===== config.mk =====
export PLATFORM = sky130hd
export DESIGN_NAME = au_op_sequencer
export DESIGN_NICKNAME = d
export VERILOG_FILES = /design/src/rtl/au_op_sequencer.sv
export SDC_FILE = /design/constraint.sdc
export NUM_CORES = 1
export LEC_CHECK = 0
export ABC_AREA = 1
export BUFFER_PORTS_ARGS = -buffer_cell sky130_fd_sc_hd__buf_2
export CORE_ASPECT_RATIO = 0.7
export CORE_MARGIN = 4
export CORE_UTILIZATION = 45
export DETAILED_ROUTE_END_ITERATION = 7
export PLACE_DENSITY = 0.84
export SYNTH_ARGS = -nofsm -noshare
export SYNTH_HDL_FRONTEND = slang
export SYNTH_SLANG_ARGS = --single-unit
export TNS_END_PERCENT = 30

===== constraint.sdc =====
create_clock -name clk -period 6.5 [get_ports clk]
set_input_delay 1.95 -clock clk [delete_from_list [all_inputs] [get_ports clk]]
set_output_delay 1.95 -clock clk [all_outputs]
set_load 0.005 [all_outputs]

===== src/rtl/au_op_sequencer.sv =====
// au_op_sequencer: sequencing controller for the 32-bit arithmetic unit.
// It accepts one operation at a time and drives the shared operands and the
// add/sub control. It pulses start to the iterative multiply or divide unit
// and waits for done, bounded by a watchdog. The result is returned with
// zero and error flags.
//
// Ports:
//   clk, rst               clock, asynchronous active-high reset
//   req_valid/req_ready    request handshake; req_op 00 ADD 01 SUB 10 MULT 11 DIV
//   req_a, req_b           request operands
//   op_a, op_b             registered operands to all function units
//   addsub_ctrl            0 add, 1 sub
//   s_in                   combinational add/sub result
//   mult_start, div_start  single-cycle start pulses
//   mult_done, div_done    unit completion (honoured only while waiting)
//   hi_in, lo_in           unit result (mult hi/lo, div remainder/quotient)
//   rsp_valid/rsp_ready    response handshake
//   rsp_s, rsp_hi, rsp_lo  result registers
//   rsp_zero, rsp_err      result-is-zero, divide-by-zero or timeout
module au_op_sequencer #(
  parameter int unsigned TIMEOUT = 64
) (
  input  logic        clk,
  input  logic        rst,
  input  logic        req_valid,
  output logic        req_ready,
  input  logic [1:0]  req_op,
  input  logic [31:0] req_a,
  input  logic [31:0] req_b,
  output logic [31:0] op_a,
  output logic [31:0] op_b,
  output logic        addsub_ctrl,
  input  logic [31:0] s_in,
  output logic        mult_start,
  output logic        div_start,
  input  logic        mult_done,
  input  logic        div_done,
  input  logic [31:0] hi_in,
  input  logic [31:0] lo_in,
  output logic        rsp_valid,
  input  logic        rsp_ready,
  output logic [31:0] rsp_s,
  output logic [31:0] rsp_hi,
  output logic [31:0] rsp_lo,
  output logic        rsp_zero,
  output logic        rsp_err
);

  localparam int unsigned CW = (TIMEOUT > 1) ? $clog2(TIMEOUT) : 1;
  localparam logic [CW-1:0] LAST_CNT = CW'(TIMEOUT - 1);

  typedef enum logic [1:0] {IDLE, EXEC, WAIT, RESP} state_t;

  state_t        state_q, state_d;
  logic [1:0]    op_q, op_d;
  logic [31:0]   op_a_q, op_a_d;
  logic [31:0]   op_b_q, op_b_d;
  logic [CW-1:0] cnt_q, cnt_d;
  logic [31:0]   rsp_s_q, rsp_s_d;
  logic [31:0]   rsp_hi_q, rsp_hi_d;
  logic [31:0]   rsp_lo_q, rsp_lo_d;
  logic          rsp_zero_q, rsp_zero_d;
  logic          rsp_err_q, rsp_err_d;
  logic          done_sel;

  always_ff @(posedge clk or posedge rst) begin
    if (rst) begin
      state_q    <= IDLE;
      op_q       <= '0;
      op_a_q     <= '0;
      op_b_q     <= '0;
      cnt_q      <= '0;
      rsp_s_q    <= '0;
      rsp_hi_q   <= '0;
      rsp_lo_q   <= '0;
      rsp_zero_q <= 1'b0;
      rsp_err_q  <= 1'b0;
    end else begin
      state_q    <= state_d;
      op_q       <= op_d;
      op_a_q     <= op_a_d;
      op_b_q     <= op_b_d;
      cnt_q      <= cnt_d;
      rsp_s_q    <= rsp_s_d;
      rsp_hi_q   <= rsp_hi_d;
      rsp_lo_q   <= rsp_lo_d;
      rsp_zero_q <= rsp_zero_d;
      rsp_err_q  <= rsp_err_d;
    end
  end

  always_comb begin
    state_d    = state_q;
    op_d       = op_q;
    op_a_d     = op_a_q;
    op_b_d     = op_b_q;
    cnt_d      = cnt_q;
    rsp_s_d    = rsp_s_q;
    rsp_hi_d   = rsp_hi_q;
    rsp_lo_d   = rsp_lo_q;
    rsp_zero_d = rsp_zero_q;
    rsp_err_d  = rsp_err_q;
    mult_start = 1'b0;
    div_start  = 1'b0;
    // Only the unit that was issued is listened to; op_q[0] selects DIV.
    done_sel   = op_q[0] ? div_done : mult_done;

    case (state_q)
      IDLE: begin
        if (req_valid) begin
          op_d    = req_op;
          op_a_d  = req_a;
          op_b_d  = req_b;
          state_d = EXEC;
        end
      end
      EXEC: begin
        cnt_d = '0;
        if (!op_q[1]) begin
          rsp_s_d    = s_in;
          rsp_hi_d   = '0;
          rsp_lo_d   = '0;
          rsp_zero_d = (s_in == '0);
          rsp_err_d  = 1'b0;
          state_d    = RESP;
        end else if (!op_q[0]) begin
          mult_start = 1'b1;
          state_d    = WAIT;
        end else if (op_b_q == '0) begin
          // Divide by zero never reaches the divider.
          rsp_s_d    = '1;
          rsp_hi_d   = op_a_q;
          rsp_lo_d   = '1;
          rsp_zero_d = 1'b0;
          rsp_err_d  = 1'b1;
          state_d    = RESP;
        end else begin
          div_start = 1'b1;
          state_d   = WAIT;
        end
      end
      WAIT: begin
        // Done takes priority over a timeout in the same cycle.
        if (done_sel) begin
          rsp_s_d    = lo_in;
          rsp_hi_d   = hi_in;
          rsp_lo_d   = lo_in;
          rsp_zero_d = (hi_in == '0) && (lo_in == '0);
          rsp_err_d  = 1'b0;
          state_d    = RESP;
        end else if (cnt_q == LAST_CNT) begin
          rsp_s_d    = '0;
          rsp_hi_d   = '0;
          rsp_lo_d   = '0;
          rsp_zero_d = 1'b0;
          rsp_err_d  = 1'b1;
          state_d    = RESP;
        end else begin
          cnt_d = cnt_q + CW'(1);
        end
      end
      RESP: begin
        if (rsp_ready) state_d = IDLE;
      end
      default: state_d = IDLE;
    endcase
  end

  assign req_ready   = (state_q == IDLE);
  assign rsp_valid   = (state_q == RESP);
  assign op_a        = op_a_q;
  assign op_b        = op_b_q;
  assign addsub_ctrl = op_q[0];
  assign rsp_s       = rsp_s_q;
  assign rsp_hi      = rsp_hi_q;
  assign rsp_lo      = rsp_lo_q;
  assign rsp_zero    = rsp_zero_q;
  assign rsp_err     = rsp_err_q;

endmodule


Word-level counts from Yosys, hierarchy flattened
Index checks and enable logic that the tools add are counted.

storage, ports and cells
  flip-flop bits (word level) = 172
  input port bits = 168
  output and inout bits = 167
  word-level logic and storage cells = 77

operators by class
  add/subtract/negate cells = 1
  eq/ne operators = 11
  muxes and demuxes = 44
  reduce and logical (&&, ||, !) cells = 11

operators by type and width
  operator               count
  $mux W32               10
  $pmux W32 S2           3
  $logic_not A32 Y1      4
  $mux W1                21
  $mux W6                2
  $pmux W6 S2            1
  $ne A3 B3 Y1 const B   3
  $mux W2                4
  $pmux W2 S4            1
  $add A6 B1 Y6 const B  1
  $eq A6 B6 Y1 const B   1
  $ne A2 B2 Y1 const B   3
  $reduce_and A3 Y1      2
  $eq A2 B2 Y1 const B   2
  $pmux W1 S2            2
  $reduce_and A4 Y1      1
  $eq A2 B1 Y1 const B   1
  $logic_not A2 Y1       1
  $ne A2 B1 Y1 const B   1
  $reduce_and A2 Y1      1
  $reduce_bool A2 Y1     1
  $logic_and A1 B1 Y1    1

Logic depth before layout (Yosys ltp)
  word-level depth = 5
  depth in mapped cells = 12
  gate-level depth less buffers = 10

Worst setup path before layout
OpenSTA, ideal clock, no wires.

  path type = input to register
  from = in mult_done
  to = reg rsp_lo_q[10] (netlist: rsp_lo[10])
  library setup time = 0.117 ns
  arrival time = 2.990 ns
  required time = 6.383 ns
  path slack = 3.393 ns
  cell stages on the path = 11
  cell sequence = inv_1 > nand2_1 > nand2_1 > nand2_1 > nor2_2 > a21oi_4 > nand3_2 > buf_2 > buf_4 > nand2_1 > nand2_1

on the way
  longest elaborated chain between the ends = 3
  elaborated cells on any way between the ends = 5
  those cells by class = eq/ne (1); mux (3); reduce/logical (1)

RTL lines
  element                                                             RTL line  source
  start, declared                                                     36        input logic mult_done,
  $mux W1 (*)                                                         106       done_sel = op_q[0] ? div_done : mult_done;
  $ne A3 B3 Y1 (no line) / $mux W32 (equally long branches)           --
  $reduce_and A4 Y1 (no line) / $pmux W32 S2 (equally long branches)  --
  end signal, assigned                                                86        rsp_lo_q <= rsp_lo_d;
  end, declared                                                       61        logic [31:0] rsp_lo_q, rsp_lo_d;

Mark *: on every way between the ends. The rest lies on a longest branch, timed or not.
A chain may end at the register's enable or synchronous reset.

Worst setup path after layout
  from = reg state_q[1]
  to = out mult_start

on the way
  longest elaborated chain between the ends = 2

RTL lines
  element                 RTL line  source
  start, declared         54        state_t state_q, state_d;
  start signal, assigned  79        state_q <= state_d;
  $eq A2 B1 Y1            108       case (state_q)
  $mux W1                 108
  end, declared           34        output logic mult_start,

Every way passes these cells.

==> results.cfg <==
[cts]
cts_tree = done
clkTransAtPathRegs_ns = 0.08
cts_buffers = 17
clock_sinks = 172
cts-root-buf = clkbuf_16
postCtsResizedCells = 0
cts_buffer_depth = 2
postCtsHoldBufs = 0
clock_latency_ns = 0.43
postCtsSetupBuffers = 0
htree_levels = 4

[worst_setup_path]
cp_max_fo = 7
slowest_stage = dfrtp_1
cp_num_buf_inv = 3
crit_path_start_kind = flop
critPathKind = flop to primary output
worstPathArrival_ns = 1.88
critPathTopFamily = buffers and inverters
required_ns = 4.55
cpMostUsedCell = inv_1
cp-end-kind = primary output
max_stage_delay_ns = 0.41
path_cells = inv_1 > ha_1 > inv_1 > nor3_1 > buf_2

[floorplan]
core_area_mm2 = 0.0184
die-area_mm2 = 0.0214
dieHeight_um = 124
fp.dieW_um = 173
rows = 41
start_util_pct = 46.7
ioPinCount = 335

[synthesis]
avgSynthCellArea_um2 = 8.45
synth-seq-area-share_pct = 50.2
async_flop_share_pct = 100
synth_warnings = 0
synth.distinct_cells = 27
ys.flop_type = dfrtp_1
ys_ff_latch = 172
syn-instance-count = 1015
synth_area_mm2 = 0.00858
synth-edff-count = 0
synthesis.nets = 1188

[detailed_routing]
via_per_inst = 5.57
drc = 0
first_iter_violations = 855
route.detailed.wl_per_inst_um = 18.4
vias = 8643
dr.pass1.iters = 5
wirelength_um = 28500
antenna_left = 0

[grt]
antenna_found_initial = 1
grt_pass1_wl_um = 44300
grt_usage_pct = 26.0
overflow = 0
grt_max_degree = 173
grt_pass1_vias = 8262

[final_layout]
final_nets = 1474
area_growth_pct = 27.7
drive_above_1_share_pct = 34.1
fillers = 1646
final_cell_area_mm2 = 0.0110

[power]
vdd_drop_max_mv = 0.373
p_comb_share_pct = 48.9
power_frac_clock_pct = 17.6
power_switching_uw = 2590
power.internal_uw = 3290
switching_share_pct = 44.0
pwr-share-seq_pct = 33.5
power_density_mw_per_mm2 = 537
p_leak_uw = 0.00582

[sta]
setup_viol = 0
max_slew_margin_pct = 21.3
setup_tns_ns = 0
fin_crit_sh_pct = 58.9
rsz0062_at_grt = false
clock.fmax_ghz = 0.261
finalCriticalPeriod_ns = 3.83
drv_slew = 0
hold_violations = 0
fin_skew_ns = 0.0138
tightest_slew_ns = 1.18

[flow_run]
cap_viol_max_count = 0

[placed_design]
gp_congestion = 0.900
hpwlAfterDp_um = 20200
placed_area_mm2 = 0.0104
portBuffers = 334

[hold_path]
hp-class = flop to flop

[status]
outcome = completed
## Yosys cell counts (4+ instances only)
master    instances  area, um2
nand2_1         239        897
nand3_1          48        240
dfrtp_1         172       4300
o21ai_0         128        641
buf_1            13       48.8
clkbuf_1         51        191
mux2_2           64        721
ha_1              5       62.6
a21oi_1           4       20.0
inv_1            79        297
buf_2             9       45.0
nand4_1         105        657
nor2_1           73        274
## path summary, 6_finish.rpt
path,startpoint,end,slack [ns],cells after the start
worst max-delay path,state_q[1],mult_start,2.67,5
worst min-delay path,rsp_lo[17],rsp_lo[17],0.47,2
worst max register to register,state_q[1],rsp_s[24],2.98,10
min in group asynchronous,rst,rsp_lo[10],1.80,3
worst min register to register,rsp_lo[17],rsp_lo[17],0.47,2
max in group asynchronous,rst,op_q[1],4.04,3
## flip-flops by register name (all words and copies together), names as in the netlist
register	flops
rsp_s	32
cnt_q	6
op_q	2
rsp_err	1
op_b	32
state_q	2
rsp_hi	32
op_a	32
rsp_zero	1
rsp_lo	32
## worst register-to-register path: cells and delay by family, from the launching register on
family,cells,cell delay (ns)
buf+inv,5,1.77
fa+ha+maj,1,0.23
flops,1,0.38
simple gates,4,1.01
## per-stage QoR
stage                     instances  util [%]  total power [uW]  worst slack [ns]  hold WS, ns
after floorplan                1015         -              3750              2.35        0.465
after global placement         1518      56.4              4740              2.56        0.450
after detailed placement       1518      56.4              4860              2.45        0.454
after CTS                      1550      59.6              5910              2.66        0.470
after global routing           1550      59.6              6370              2.59        0.479
final                          1551      59.7              5880              2.67        0.469
## routing by layer
layer	vias to the layer above	routed length, um	track usage, %
met3	72	2450	7.09
met1	4136	12000	34.9
met4	2	729	8.57
met2	429	13400	41.5
li1	4004	-	-
met5	-	7	0
## cell type report
| cell class | count | area, um2 | area share, % |
|---|---|---|---|
| flip-flops and latches | 172 | 4310 | 39.3 |
| multi-input cells | 687 | 3700 | 33.8 |
| repair buffers | 342 | 1740 | 15.9 |
| clock buffers | 18 | 429 | 3.92 |
| inverters | 81 | 309 | 2.82 |
| well taps | 236 | 295 | 2.69 |
| clock inverters | 14 | 171 | 1.56 |
| diodes | 1 | 2.50 | 0.0228 |
## logic make-up after synthesis
kind of cell               count (synthesis)  synth area share (%)
xor gates and xnor gates                   3                 0.306
muxes                                     64                  8.40
AOI/OAI and AO/OA                        143                  8.68
buffers and inverters                    156                  7.04
DFF                                      172                  50.2
adders and majority gates                  5                 0.729
and+or+nand+nor                          472                  24.7
## power groups by stage
stage	Combinational (uW)	Clock (uW)	Sequential, uW
after floorplan	1790	0	1960
after global placement	2780	0	1960
after detailed placement	2880	0	1980
after CTS	2890	1050	1970
after global routing	3230	1100	2040
final	2880	1040	1970
## placed cells by master (no fill, tap or decap), types with 2 or more instances in the layout
cell       Yosys  layout
inv_6          0       2
nor2_1        73      73
ha_1           5       5
clkinv_8       0       2
nand3_4        0       3
o21ai_1        2       2
clkinv_4       0       4
xor2_1         2       2
o31ai_1        3       3
a21oi_1        4       4
mux2_2        64      64
o21ai_0      128     128
buf_4          2       7
nor3_1         3       3
inv_2          2       2
buf_2          9     334
clkbuf_16      0      17
inv_8          0       5
o22ai_1        3       3
nand4_1      105     105
dfrtp_1      172     171
inv_1         79      77
nand2_1      239     238
nand3_1       48      47
(Power assumes the default switching activity.)
